$ cat config.mk
export PLATFORM = sky130hd
export DESIGN_NAME = hamming_tx_encoder_flat
export DESIGN_NICKNAME = d
export VERILOG_FILES = /design/src/rtl/hamming_tx_encoder_if.sv /design/src/rtl/hamming_tx_encoder.sv /design/src/flat_wrapper.sv
export SDC_FILE = /design/constraint.sdc
export NUM_CORES = 1
export LEC_CHECK = 0
export CAP_MARGIN = 20
export CORE_UTILIZATION = 57
export CTS_CLUSTER_DIAMETER = 150
export CTS_CLUSTER_SIZE = 16
export DETAILED_ROUTE_END_ITERATION = 7
export GPL_ROUTABILITY_DRIVEN = 0
export GPL_TIMING_DRIVEN = 0
export PLACE_DENSITY = 0.93
export SYNTH_ARGS = -nofsm -noshare
export SYNTH_HDL_FRONTEND = slang
export SYNTH_SLANG_ARGS = --single-unit
export TNS_END_PERCENT = 1
$ cat constraint.sdc
create_clock -name clk -period 2.8 [get_ports clk]
set_input_delay 0.84 -clock clk [delete_from_list [all_inputs] [get_ports clk]]
set_output_delay 0.84 -clock clk [all_outputs]
set_load 0.02 [all_outputs]
$ cat src/rtl/hamming_tx_encoder_if.sv
// Bus interface for hamming_tx_encoder.
//   Upstream side : in_valid/in_ready/in_data/in_select plus the error
//                   injection controls inj_en/inj_pos.
//   Downstream side: out_valid/out_ready/x/out_select and the word_cnt status.
// Handshake rule, on both sides: a transfer happens on a rising clk edge where
// valid and ready are both high. A source holds valid and its payload stable
// until that edge. Ready may change freely and never depends on valid.
// Modports: master = the agent that feeds words and accepts codewords,
//           slave  = the encoder itself.
interface hamming_tx_encoder_if;
  logic       in_valid;
  logic       in_ready;
  logic [3:0] in_data;
  logic       in_select;
  logic       inj_en;
  logic [2:0] inj_pos;
  logic       out_valid;
  logic       out_ready;
  logic [6:0] x;
  logic       out_select;
  logic [7:0] word_cnt;

  modport master (
    output in_valid, in_data, in_select, inj_en, inj_pos, out_ready,
    input  in_ready, out_valid, x, out_select, word_cnt
  );

  modport slave (
    input  in_valid, in_data, in_select, inj_en, inj_pos, out_ready,
    output in_ready, out_valid, x, out_select, word_cnt
  );
endinterface

$ cat src/rtl/hamming_tx_encoder.sv
// Buffered Hamming(7,4) encoder feeding Hamming_code_decoder.
// Ports:
//   clk   - single clock, rising edge
//   rst_n - asynchronous active-low reset (released synchronously inside)
//   bus   - hamming_tx_encoder_if.slave carrying the input handshake, the
//           error-injection controls, the registered codeword output and
//           the word_cnt transfer counter.
// Words enter a FIFO_DEPTH-entry FIFO of {select, data}. The head entry is
// encoded combinationally and captured, with an optional single-bit flip,
// in the output register whenever that register is empty or is being
// drained in the same cycle.
module hamming_tx_encoder #(
  parameter int FIFO_DEPTH = 4
) (
  input  logic                clk,
  input  logic                rst_n,
  hamming_tx_encoder_if.slave bus
);

  localparam int AW = (FIFO_DEPTH > 1) ? $clog2(FIFO_DEPTH) : 1;

  // Reset synchroniser: assertion reaches every flop immediately, release
  // is aligned to clk through two stages.
  logic [1:0] rst_sync;
  logic       rst_int_n;

  always_ff @(posedge clk or negedge rst_n) begin
    if (!rst_n) begin
      rst_sync <= 2'b00;
    end else begin
      rst_sync <= {rst_sync[0], 1'b1};
    end
  end

  assign rst_int_n = rst_sync[1];

  // FIFO storage with one extra pointer bit to tell full from empty.
  logic [4:0]  mem [FIFO_DEPTH];
  logic [AW:0] wr_ptr;
  logic [AW:0] rd_ptr;
  logic        full;
  logic        empty;
  logic        push;
  logic        pop;

  assign empty = (wr_ptr == rd_ptr);
  assign full  = (wr_ptr[AW] != rd_ptr[AW]) &&
                 (wr_ptr[AW-1:0] == rd_ptr[AW-1:0]);

  // Output register state.
  logic       out_valid_q;
  logic [6:0] x_q;
  logic       out_select_q;
  logic [7:0] word_cnt_q;
  logic       out_fire;
  logic       load;

  assign out_fire = out_valid_q && bus.out_ready;
  // Refill whenever the register is free now or is being emptied this cycle.
  assign load     = !empty && (!out_valid_q || bus.out_ready);
  // in_ready uses only the start-of-cycle full flag, so a same-cycle pop
  // never opens a slot for a same-cycle push.
  assign push     = bus.in_valid && !full;
  assign pop      = load;

  always_ff @(posedge clk) begin
    if (push) begin
      mem[wr_ptr[AW-1:0]] <= {bus.in_select, bus.in_data};
    end
  end

  always_ff @(posedge clk or negedge rst_int_n) begin
    if (!rst_int_n) begin
      wr_ptr <= '0;
      rd_ptr <= '0;
    end else begin
      if (push) wr_ptr <= wr_ptr + 1'b1;
      if (pop)  rd_ptr <= rd_ptr + 1'b1;
    end
  end

  // Encoder on the FIFO head.
  logic [4:0] head;
  logic       head_sel;
  logic       d1, d2, d3, d4;
  logic       p1, p2, p4;
  logic [6:0] code;

  assign head     = mem[rd_ptr[AW-1:0]];
  assign head_sel = head[4];
  assign d1       = head[3];
  assign d2       = head[2];
  assign d3       = head[1];
  assign d4       = head[0];

  // Odd parity is even parity with every check bit inverted.
  assign p1   = d1 ^ d2 ^ d4 ^ head_sel;
  assign p2   = d1 ^ d3 ^ d4 ^ head_sel;
  assign p4   = d2 ^ d3 ^ d4 ^ head_sel;
  assign code = {p1, p2, d1, p4, d2, d3, d4};

  // Position n (1..7) lives at x[7-n]; position 0 means no flip.
  logic [6:0] inj_mask;

  always_comb begin
    inj_mask = 7'b0000000;
    if (bus.inj_en) begin
      case (bus.inj_pos)
        3'd1:    inj_mask = 7'b1000000;
        3'd2:    inj_mask = 7'b0100000;
        3'd3:    inj_mask = 7'b0010000;
        3'd4:    inj_mask = 7'b0001000;
        3'd5:    inj_mask = 7'b0000100;
        3'd6:    inj_mask = 7'b0000010;
        3'd7:    inj_mask = 7'b0000001;
        default: inj_mask = 7'b0000000;
      endcase
    end
  end

  // Output register: injection controls only matter at load, so a held
  // codeword is immune to later changes on inj_en/inj_pos.
  always_ff @(posedge clk or negedge rst_int_n) begin
    if (!rst_int_n) begin
      out_valid_q  <= 1'b0;
      x_q          <= '0;
      out_select_q <= 1'b0;
    end else if (load) begin
      out_valid_q  <= 1'b1;
      x_q          <= code ^ inj_mask;
      out_select_q <= head_sel;
    end else if (out_fire) begin
      out_valid_q  <= 1'b0;
    end
  end

  always_ff @(posedge clk or negedge rst_int_n) begin
    if (!rst_int_n) begin
      word_cnt_q <= '0;
    end else if (out_fire) begin
      word_cnt_q <= word_cnt_q + 8'd1;
    end
  end

  assign bus.in_ready   = !full;
  assign bus.out_valid  = out_valid_q;
  assign bus.x          = x_q;
  assign bus.out_select = out_select_q;
  assign bus.word_cnt   = word_cnt_q;

endmodule

$ cat src/flat_wrapper.sv
// flat-port wrapper written by rule: the top's interface ports become plain ports
module hamming_tx_encoder_flat 
#(
  parameter int FIFO_DEPTH = 4
)
  (clk, rst_n, bus_in_valid, bus_in_data, bus_in_select, bus_inj_en, bus_inj_pos, bus_out_ready, bus_in_ready, bus_out_valid, bus_x, bus_out_select, bus_word_cnt);
  hamming_tx_encoder_if bus_i ();
  input  logic clk;
  input  logic rst_n;
  input wire logic [$bits(bus_i.in_valid)-1:0] bus_in_valid;
  input wire logic [$bits(bus_i.in_data)-1:0] bus_in_data;
  input wire logic [$bits(bus_i.in_select)-1:0] bus_in_select;
  input wire logic [$bits(bus_i.inj_en)-1:0] bus_inj_en;
  input wire logic [$bits(bus_i.inj_pos)-1:0] bus_inj_pos;
  input wire logic [$bits(bus_i.out_ready)-1:0] bus_out_ready;
  output wire logic [$bits(bus_i.in_ready)-1:0] bus_in_ready;
  output wire logic [$bits(bus_i.out_valid)-1:0] bus_out_valid;
  output wire logic [$bits(bus_i.x)-1:0] bus_x;
  output wire logic [$bits(bus_i.out_select)-1:0] bus_out_select;
  output wire logic [$bits(bus_i.word_cnt)-1:0] bus_word_cnt;
  assign bus_i.in_valid = bus_in_valid;
  assign bus_i.in_data = bus_in_data;
  assign bus_i.in_select = bus_in_select;
  assign bus_i.inj_en = bus_inj_en;
  assign bus_i.inj_pos = bus_inj_pos;
  assign bus_i.out_ready = bus_out_ready;
  assign bus_in_ready = bus_i.in_ready;
  assign bus_out_valid = bus_i.out_valid;
  assign bus_x = bus_i.x;
  assign bus_out_select = bus_i.out_select;
  assign bus_word_cnt = bus_i.word_cnt;
  hamming_tx_encoder #(.FIFO_DEPTH(FIFO_DEPTH)) u_core (.clk(clk), .rst_n(rst_n), .bus(bus_i));
endmodule
# Word-level counts from Yosys, hierarchy flattened
# Memory sizes are Yosys's and may differ from the RTL's.
# Index checks and enable logic that the tools add are counted.
# word_totals
ff_bits	25
input_bits	13
ramBits	20
out_inout_bits	18
elab_cells	46
n_memories	1
# memory_table
memory	depth	word_bits	rd	rd_clocked_by_memory_dff	write_ports	line	text
u_core.mem	4	5	1	0	1	hamming_tx_encoder.sv:38	logic [4:0] mem [FIFO_DEPTH];
# op_classes
n_reduce_logical	9
addsub	3
muxes	6
bitwise	10
n_eq_ne	10
# op_table
operator	count
$pmux W7 S7	1
$eq A3 B3 Y1 const B	4
$xor A1 B1 Y1	9
$add A8 B1 Y8 const B	1
$mux W7	1
$xor A7 B7 Y7	1
$add A3 B1 Y3 const B	2
$eq A3 B2 Y1 const B	2
$logic_and A1 B1 Y1	4
$mux W1	4
$eq A3 B1 Y1 const B	1
$eq A3 B3 Y1	1
$logic_not A1 Y1	3
$eq A2 B2 Y1	1
$reduce_bool A2 Y1	1
$logic_or A1 B1 Y1	1
$ne A1 B1 Y1	1

# Logic depth before layout (Yosys ltp)
# Gate-level depths: netlist (run 1).
# logic_depth
ltp_word	6
depth_mapped	6

# Least setup slack after synthesis (run 1)
# Ideal clock, no wire load.
# synth_timing
path_type	flip-flop to flip-flop
startpoint	register u_core.rd_ptr[0]
endpoint	register u_core.x_q[3] (netlist: u_core.bus.x[3])
required_ps	2675
slack_ps	823
n_path_buf	1
synth_period_minus_slack_ps	1977
setup_ps	125
arrival_ps	1852
path_stages_with_launch	6
path_cell_list	dfrtp_1 -> buf_6 -> mux4_1 -> xnor3_1 -> xnor2_1 -> mux2_2
# synth_via
elab_chain_cells	5
elab_cells_between_ends	8
cone_classes	1 x eq/ne; 4 x bitwise; 2 x reduce/logical; 1 x memory
# synth_rtl
element	line	text
from (decl)	hamming_tx_encoder.sv:40	logic [AW:0] rd_ptr;
from (signal assigned)	hamming_tx_encoder.sv:78	if (pop) rd_ptr <= rd_ptr + 1'b1;
$mem_v2 Z4 W5	n/a	
$xor A1 B1 Y1 (3 in a row)	hamming_tx_encoder.sv:99	assign p4 = d2 ^ d3 ^ d4 ^ head_sel;
$xor A7 B7 Y7	hamming_tx_encoder.sv:130	x_q <= code ^ inj_mask;
to (signal assigned)	hamming_tx_encoder.sv:130	
to (decl)	hamming_tx_encoder.sv:52	logic [6:0] x_q;
# Several ways; a longest one is shown, not always the timed one.
# A chain may end at the register's enable or synchronous reset.

# Worst setup path after layout (run 1)
# layout_timing
startpoint	register u_core.rd_ptr[1]
endpoint	output bus_in_ready
# layout_via
elab_chain_cells	3
# layout_rtl
element	line	text
$eq A2 B2 Y1	hamming_tx_encoder.sv:48	(wr_ptr[AW-1:0] == rd_ptr[AW-1:0]);
$logic_and A1 B1 Y1	hamming_tx_encoder.sv:47	assign full = (wr_ptr[AW] != rd_ptr[AW]) &&
$logic_not A1 Y1	hamming_tx_encoder.sv:145	assign bus.in_ready = !full;
to (decl)	flat_wrapper.sv:16	output wire logic [$bits(bus_i.in_ready)-1:0] bus_in_ready;
# Every way passes these cells.

==> out/qor.yml, run 1 <==
outcome:
  outcome: "complete, no violations"
routing:
  wl_per_cell_um: 16.7
  firstDrtPassIters: 4
  drt_first_iter_violations: 73
  drc: 0
  antenna_left: 0
  drt_wl_total_um: 3630
  vias: 1187
  viasPerCell: 5.44
clocking:
  cts-root-buf: "clkbuf_4"
  clk_latency_ns: 0.36
  clkSinkCount: 45
  path_clk_slew_ns: 0.12
  htree_levels: 2
  cts_setup_buffers: 0
  hold_buffers: 0
  cts_tree: "yes"
  cts_buffers: 5
  cts.path.max_buffers: 2
sta:
  timing.fmax_mhz: 414
  finalSetupViolations: 0
  rsz0062_at_grt: "false"
  worst_slew_pin_slew_ns: 0.907
  maxSlewHeadroom_pct: 39.5
  min_period_over_period_pct: 86.2
  finalHoldViolations: 0
  fin_skew_ns: 0.00549
  drv_slew: 0
  setup-tns-final_ns: 0
  fin_crit_ns: 2.41
setup_path:
  path_cells: "buf_2, xnor2_2, nand3_1, dlymetal6s2s_1"
  r2r_cells: 5
  critPathLaunchType: "flop"
  cp_max_fo: 7
  arrival_ns: 1.57
  cp_slowest_cell: "dfrtp_1"
  end_kind: "output pin"
  path_class: "reg -> out"
  max_stage_delay_ns: 0.40
  cp.required_ns: 1.96
synthesis:
  synth_xor_area_share_pct: 13.2
  synth_top_area_cell: "dfrtp_1"
  synthMuxAreaShare_pct: 9.33
  syn-cell-area_um2: 2010
  synth_nets: 153
  synth.distinct_cells: 27
  ys_ff_latch: 45
  netlist.area_leader.share_pct: 31.1
  syn_area_per_cell_um2: 15.0
  synth_ff_type: "dfrtp_1"
  synth_compound_area_share_pct: 1.87
  synth_common_cells: "dfrtp_1 (25), edfxtp_1 (20), xnor2_1 (15), xor2_1 (10), nand3_1 (7)"
  synth_top_family_by_area: "XOR/XNOR gates"
  synth_edf_count: 20
  synth_seq_area_share_pct: 60.9
  synthArstFlopShare_pct: 55.6
  synth.most_common_cell: "dfrtp_1"
  syn_inst: 134
  synth_area_leaders: "dfrtp_1 (31%), edfxtp_1 (30%), xnor2_1 (6.5%), xor2_1 (4.4%), ha_1 (3.7%)"
  yosys.area_share.adder_pct: 3.73
  synthSimpleGateAreaFrac_pct: 9.14
  ys_warn_count: 0
power:
  total_power_mw: 3.03
  p_leak_nw: 0.971
  power_density_nw_per_um2: 1230
  vdd_drop_max_v: 0.000578
die:
  die_w_um: 61.4
  rows: 21
  start_util_pct: 59.8
  ios: 31
  die_y_um: 61.4
  die_area_um2: 3770
  core-area_um2: 3360
finish:
  drive_gt1_share_pct: 12.8
  utilization_pct: 73.1
  n_antenna_cell: 0
  nets: 190
  fillerInstances: 232
  final_area_um2: 2460
  area_growth_pct: 22.2
grt:
  grt_pass1_vias: 1156
  grt.overflow.total: 0
  grt_max_degree: 24
  grt_first_pass_wirelength_um: 5520
  antenna_found_initial: 0
  grtUsageTotal_pct: 21.7
worst_hold_path:
  worstHoldPathType: "reg -> reg"
  min_path_cells: 0
flow_run:
  cap_violations: 0
placement:
  hpwlAfterDp_um: 2650
  placed_area_um2: 2370
  port_buffers: 30
-- per-layer routing --
layer,wire (um),track usage [%],vias to the layer above
met3,152,5.46,14
li1,-,-,553
met5,0,0,-
met4,134,12.1,0
met2,1840,34.8,49
met1,1510,27.3,571
-- stage by stage --
| stage | setup slack [ns] | hold slack [ns] | cells |
|---|---|---|---|
| CTS | 0.0449 | 0.371 | 218 |
| detailed placement | 0.143 | 0.342 | 210 |
| global placement | 0.253 | 0.339 | 210 |
| global route | 0.321 | 0.384 | 218 |
| finish | 0.386 | 0.368 | 218 |
| floorplan | 0.823 | 0.294 | 134 |
-- worst max-delay path, delay by kind of cell, from the launching register on --
kind	cells	cell delay (ns)
simple gates	1	0.13
flops	1	0.40
buf+inv	2	0.41
xor+xnor	1	0.27
-- power breakdown --
part	internal, mW	switching (mW)
clock	0.151	0.198
combinational	0.808	0.774
sequential	0.933	0.171
-- placed cells by master, fill, tap and decap left out, types with 2 or more instances in the layout --
cell,synthesis,layout
nand4b_1,3,3
and3_1,3,3
nand2_1,4,4
dfrtp_1,25,25
nor4bb_1,3,3
a21oi_1,4,4
edfxtp_1,20,20
clkbuf_4,0,5
nor2_1,4,4
inv_1,3,3
buf_2,2,2
xnor2_1,15,13
mux4_2,3,3
mux2_2,6,6
nand3_1,7,7
and2_1,4,4
xor2_1,10,10
mux4_1,2,2
xnor2_2,0,2
clkdlybuf4s50_1,0,29
a31oi_1,2,2
ha_1,6,6
-- cell type report --
cell class	instances	area, um^2	area share [%]
clock inverters	1	5.00	0.204
inverters	3	11.3	0.458
clock buffers	7	66.3	2.70
flip-flops and latches	45	1230	49.9
multi-input cells	83	768	31.2
repair buffers	30	303	12.3
well taps	46	57.6	2.34
plain buffers	3	21.3	0.865
-- registers in the layout (all words and copies together) (netlist names) --
signal                 count
u_core.bus.out_select      1
u_core.bus.out_valid       1
u_core.bus.word_cnt        8
u_core.bus.x               7
u_core.mem                20
u_core.rd_ptr              3
u_core.rst_sync            2
u_core.wr_ptr              3
-- cells by family (layout without fill, tap and decap cells) --
group / after synthesis / count (layout)
flops: 45 / 45
simple gates: 31 / 31
xor+xnor: 27 / 27
mux: 11 / 11
compound gates: 7 / 7
fa+ha+maj: 6 / 6
buf+inv: 6 / 44
other cells: 1 / 1
-- final timing paths --
kind	startpoint	endpoint	slack [ns]
worst min-delay path	u_core.rst_sync[0]	u_core.rst_sync[1]	0.37
worst max register to register	u_core.rd_ptr[0]	u_core.bus.x[3]	0.66
worst max-delay path	u_core.rd_ptr[1]	bus_in_ready	0.39
max in group asynchronous	u_core.rst_sync[1]	u_core.bus.x[1]	1.86
worst min register to register	u_core.rst_sync[0]	u_core.rst_sync[1]	0.37
min in group asynchronous	u_core.rst_sync[1]	u_core.rd_ptr[2]	0.38
-- timing repair --
action	4_1_cts	5_1_grt
pin swaps	0	0
resized for setup	1	2
hold endpoints to repair	0	0
setup endpoints to repair	1	1
(Power assumes the default switching activity.)
==> inputs of run 2 (changes only) <==
Settings changed: PLACE_DENSITY 0.93 to default, PLACE_DENSITY_LB_ADDON from default to 0.12.
==> run 2 against run 1 <==
Total power is 2.1% higher. Sequential power hardly changed. Hold slack worse by 0.0024 ns. First-iteration DRC count is 74% lower. Flip-flop and latch count stayed put. Wire length is 10% lower. Critical path depth stayed put. Non-clock buffer count stayed put. Utilization is 0.93 points higher. Via count is 2.4% lower. Sequential share of layout area is 0.63 points lower. Global-route usage is 2.3 points lower. Critical endpoint unchanged.
==> out/qor.yml, run 2 (synthesized netlist as in run 1, its figures left out) <==
setup_path:
  critPathLaunchType: "flop"  # unchanged
  critPathBufInv: 2  # unchanged
  max_stage_delay_ns: 0.40  # about the same
  path_cells: "buf_2, xnor2_2, nand3_1, dlymetal6s2s_1"  # unchanged
  r2r_end: "u_core.bus.x[3]"  # unchanged
  critPathTopFamily: "buffers and inverters"  # unchanged
  crit_end: "bus_in_ready"  # unchanged
  rrSetupSlack_ns: 0.66  # about the same
  cp.required_ns: 1.96  # about the same
  end_kind: "output pin"  # unchanged
  path_class: "reg -> out"  # unchanged
  critPathLaunch: "u_core.rd_ptr[1]"  # unchanged
  crit_cells: 4  # unchanged
  arrival_ns: 1.51  # was 1.57 ns
  r2r_start: "u_core.rd_ptr[0]"  # unchanged
  r2r_cells: 5  # unchanged
  cp_slowest_cell: "dfrtp_1"  # unchanged
  cp_max_fo: 7  # unchanged
finish:
  area_growth_pct: 23.8  # was 22.2%
  nets: 190  # unchanged
  drive_gt1_share_pct: 13.4  # was 12.8%
  fillerInstances: 251  # was 232
  largest_reg_flops: 20  # unchanged
  final_area_um2: 2490  # was 2460 um^2
  final_common_cell: "clkdlybuf4s50_1"  # unchanged
  utilization_pct: 74.0  # was 73.1%
  final_cell_mix: "clkdlybuf4s50_1 (29), dfrtp_1 (25), edfxtp_1 (20)"  # unchanged
  n_antenna_cell: 0  # unchanged
grt:
  antenna_found_initial: 0  # unchanged
  grt_max_degree: 24  # unchanged
  grtUsageTotal_pct: 19.4  # was 21.7%
  grt.overflow.total: 0  # unchanged
  grt_pass1_vias: 1089  # was 1156
  grt_first_pass_wirelength_um: 4970  # was 5520 um
flow_run:
  cap_violations: 0  # unchanged
clocking:
  cts_tree: "yes"  # unchanged
  cts_buffers: 5  # unchanged
  cts-root-buf: "clkbuf_4"  # unchanged
  clk_latency_ns: 0.36  # about the same
  cts.path.max_buffers: 2  # unchanged
  htree_levels: 2  # unchanged
  cts_setup_buffers: 0  # unchanged
  clkSinkCount: 45  # unchanged
  path_clk_slew_ns: 0.13  # was 0.12 ns
sta:
  timing.fmax_mhz: 426  # was 414 MHz
  finalHoldViolations: 0  # unchanged
  final.setup.worst_slack_ns: 0.454  # was 0.386 ns
  setup-tns-final_ns: 0  # unchanged
  rsz0062_at_grt: "false"  # unchanged
  drv_slew: 0  # unchanged
  worst_slew_pin_slew_ns: 0.891  # was 0.907 ns
  maxSlewHeadroom_pct: 40.6  # was 39.5%
  finalSetupViolations: 0  # unchanged
  min_period_over_period_pct: 83.8  # was 86.2%
  fin_skew_ns: 0.0109  # was 0.00549 ns
  fin_crit_ns: 2.35  # was 2.41 ns
die:
  die_w_um: 61.4  # unchanged
  die_area_um2: 3770  # unchanged
  rows: 21  # unchanged
  die_y_um: 61.4  # unchanged
  ios: 31  # unchanged
  core-area_um2: 3360  # unchanged
  start_util_pct: 59.8  # unchanged
worst_hold_path:
  worstHoldPathType: "reg -> async"  # was reg -> reg
routing:
  drt_wl_total_um: 3250  # was 3630 um
  vias: 1159  # was 1187
  firstDrtPassIters: 4  # unchanged
  drt_first_iter_violations: 19  # was 73
  antenna_left: 0  # unchanged
  drc: 0  # unchanged
  wl_per_cell_um: 14.9  # was 16.7 um
  viasPerCell: 5.32  # was 5.44
placement:
  port_buffers: 30  # unchanged
  placed_area_um2: 2370  # unchanged
  hpwlAfterDp_um: 2430  # was 2650 um
  dp_slack_ns: 0.190  # was 0.143 ns
power:
  p_leak_nw: 0.982  # was 0.971 nW
  power_density_nw_per_um2: 1240  # was 1230 nW/um^2
  vdd_drop_max_v: 0.000687  # was 0.000578 V
outcome:
  outcome: "complete, no violations"  # unchanged
## run 2: changes by cell type in the layout (fill, tap and decap cells not counted)
cell	change
clkinv_2	-1
bufinv_16	+2
clkinvlp_2	+1
clkbuf_1	-1
clkbuf_16	-1
## run 2: metrics by stage
stage | cells | hold WS [ns] | total power, mW
3_5_place_dp | 210 | 0.342 | 2.61
4_1_cts | 218 | 0.383 | 3.11
5_1_grt | 218 | 0.391 | 3.30
2_1_floorplan | 134 | 0.294 | 2.14
6_report | 218 | 0.365 | 3.10
3_3_place_gp | 210 | 0.336 | 2.54
## run 2: cell type report
type,count,area [um^2],area share (%)
Buffer,3,21.3,0.854
Clock buffer,5,37.5,1.51
Clock inverter,3,65.1,2.61
Inverter,3,11.3,0.452
Multi-Input combinational cell,83,768,30.9
Sequential cell,45,1230,49.2
Tap cell,46,57.6,2.31
Timing Repair Buffer,30,303,12.2
## run 2: worst min path at each step
stage                        from               endpoint  cells after the start
3_3_place_gp   u_core.rst_sync[0]     u_core.rst_sync[1]                      0
5_1_grt        u_core.rst_sync[0]     u_core.rst_sync[1]                      0
6_report       u_core.rst_sync[1]   u_core.bus.out_valid                      0
2_1_floorplan  u_core.rst_sync[1]  u_core.bus.out_select                      0
3_5_place_dp   u_core.rst_sync[0]     u_core.rst_sync[1]                      0
4_1_cts        u_core.rst_sync[0]     u_core.rst_sync[1]                      0
## run 2: routing by layer
layer / track usage, % / vias to the layer above / routed length, um
met2: 32.5 / 28 / 1660
li1: - / 554 / -
met4: 9.84 / 0 / 75
met5: 0 / - / 0
met3: 6.51 / 8 / 102
met1: 22.5 / 569 / 1420
## run 2: report_power, final
| group | switching [mW] | leakage [nW] | internal, mW |
|---|---|---|---|
| logic | 0.714 | 0.453 | 0.806 |
| registers | 0.166 | 0.478 | 0.932 |
| clock network | 0.205 | 0.0514 | 0.276 |
| total | 1.09 | 0.982 | 2.01 |
## run 2: worst register-to-register path, cell delays in order (launching register included)
cell and delay [ns]:
dfrtp_1 0.39, buf_6 0.16, mux4_1 0.67, xnor3_1 0.41, xnor2_1 0.14, mux2_2 0.26
## run 2: repair_timing
action | in CTS | in global routing
pin swaps | 0 | 0
hold endpoints to repair | 0 | 0
endpoints found under the setup margin | 1 | 1
hold buffers | 0 | 0
resized for setup | 1 | 2
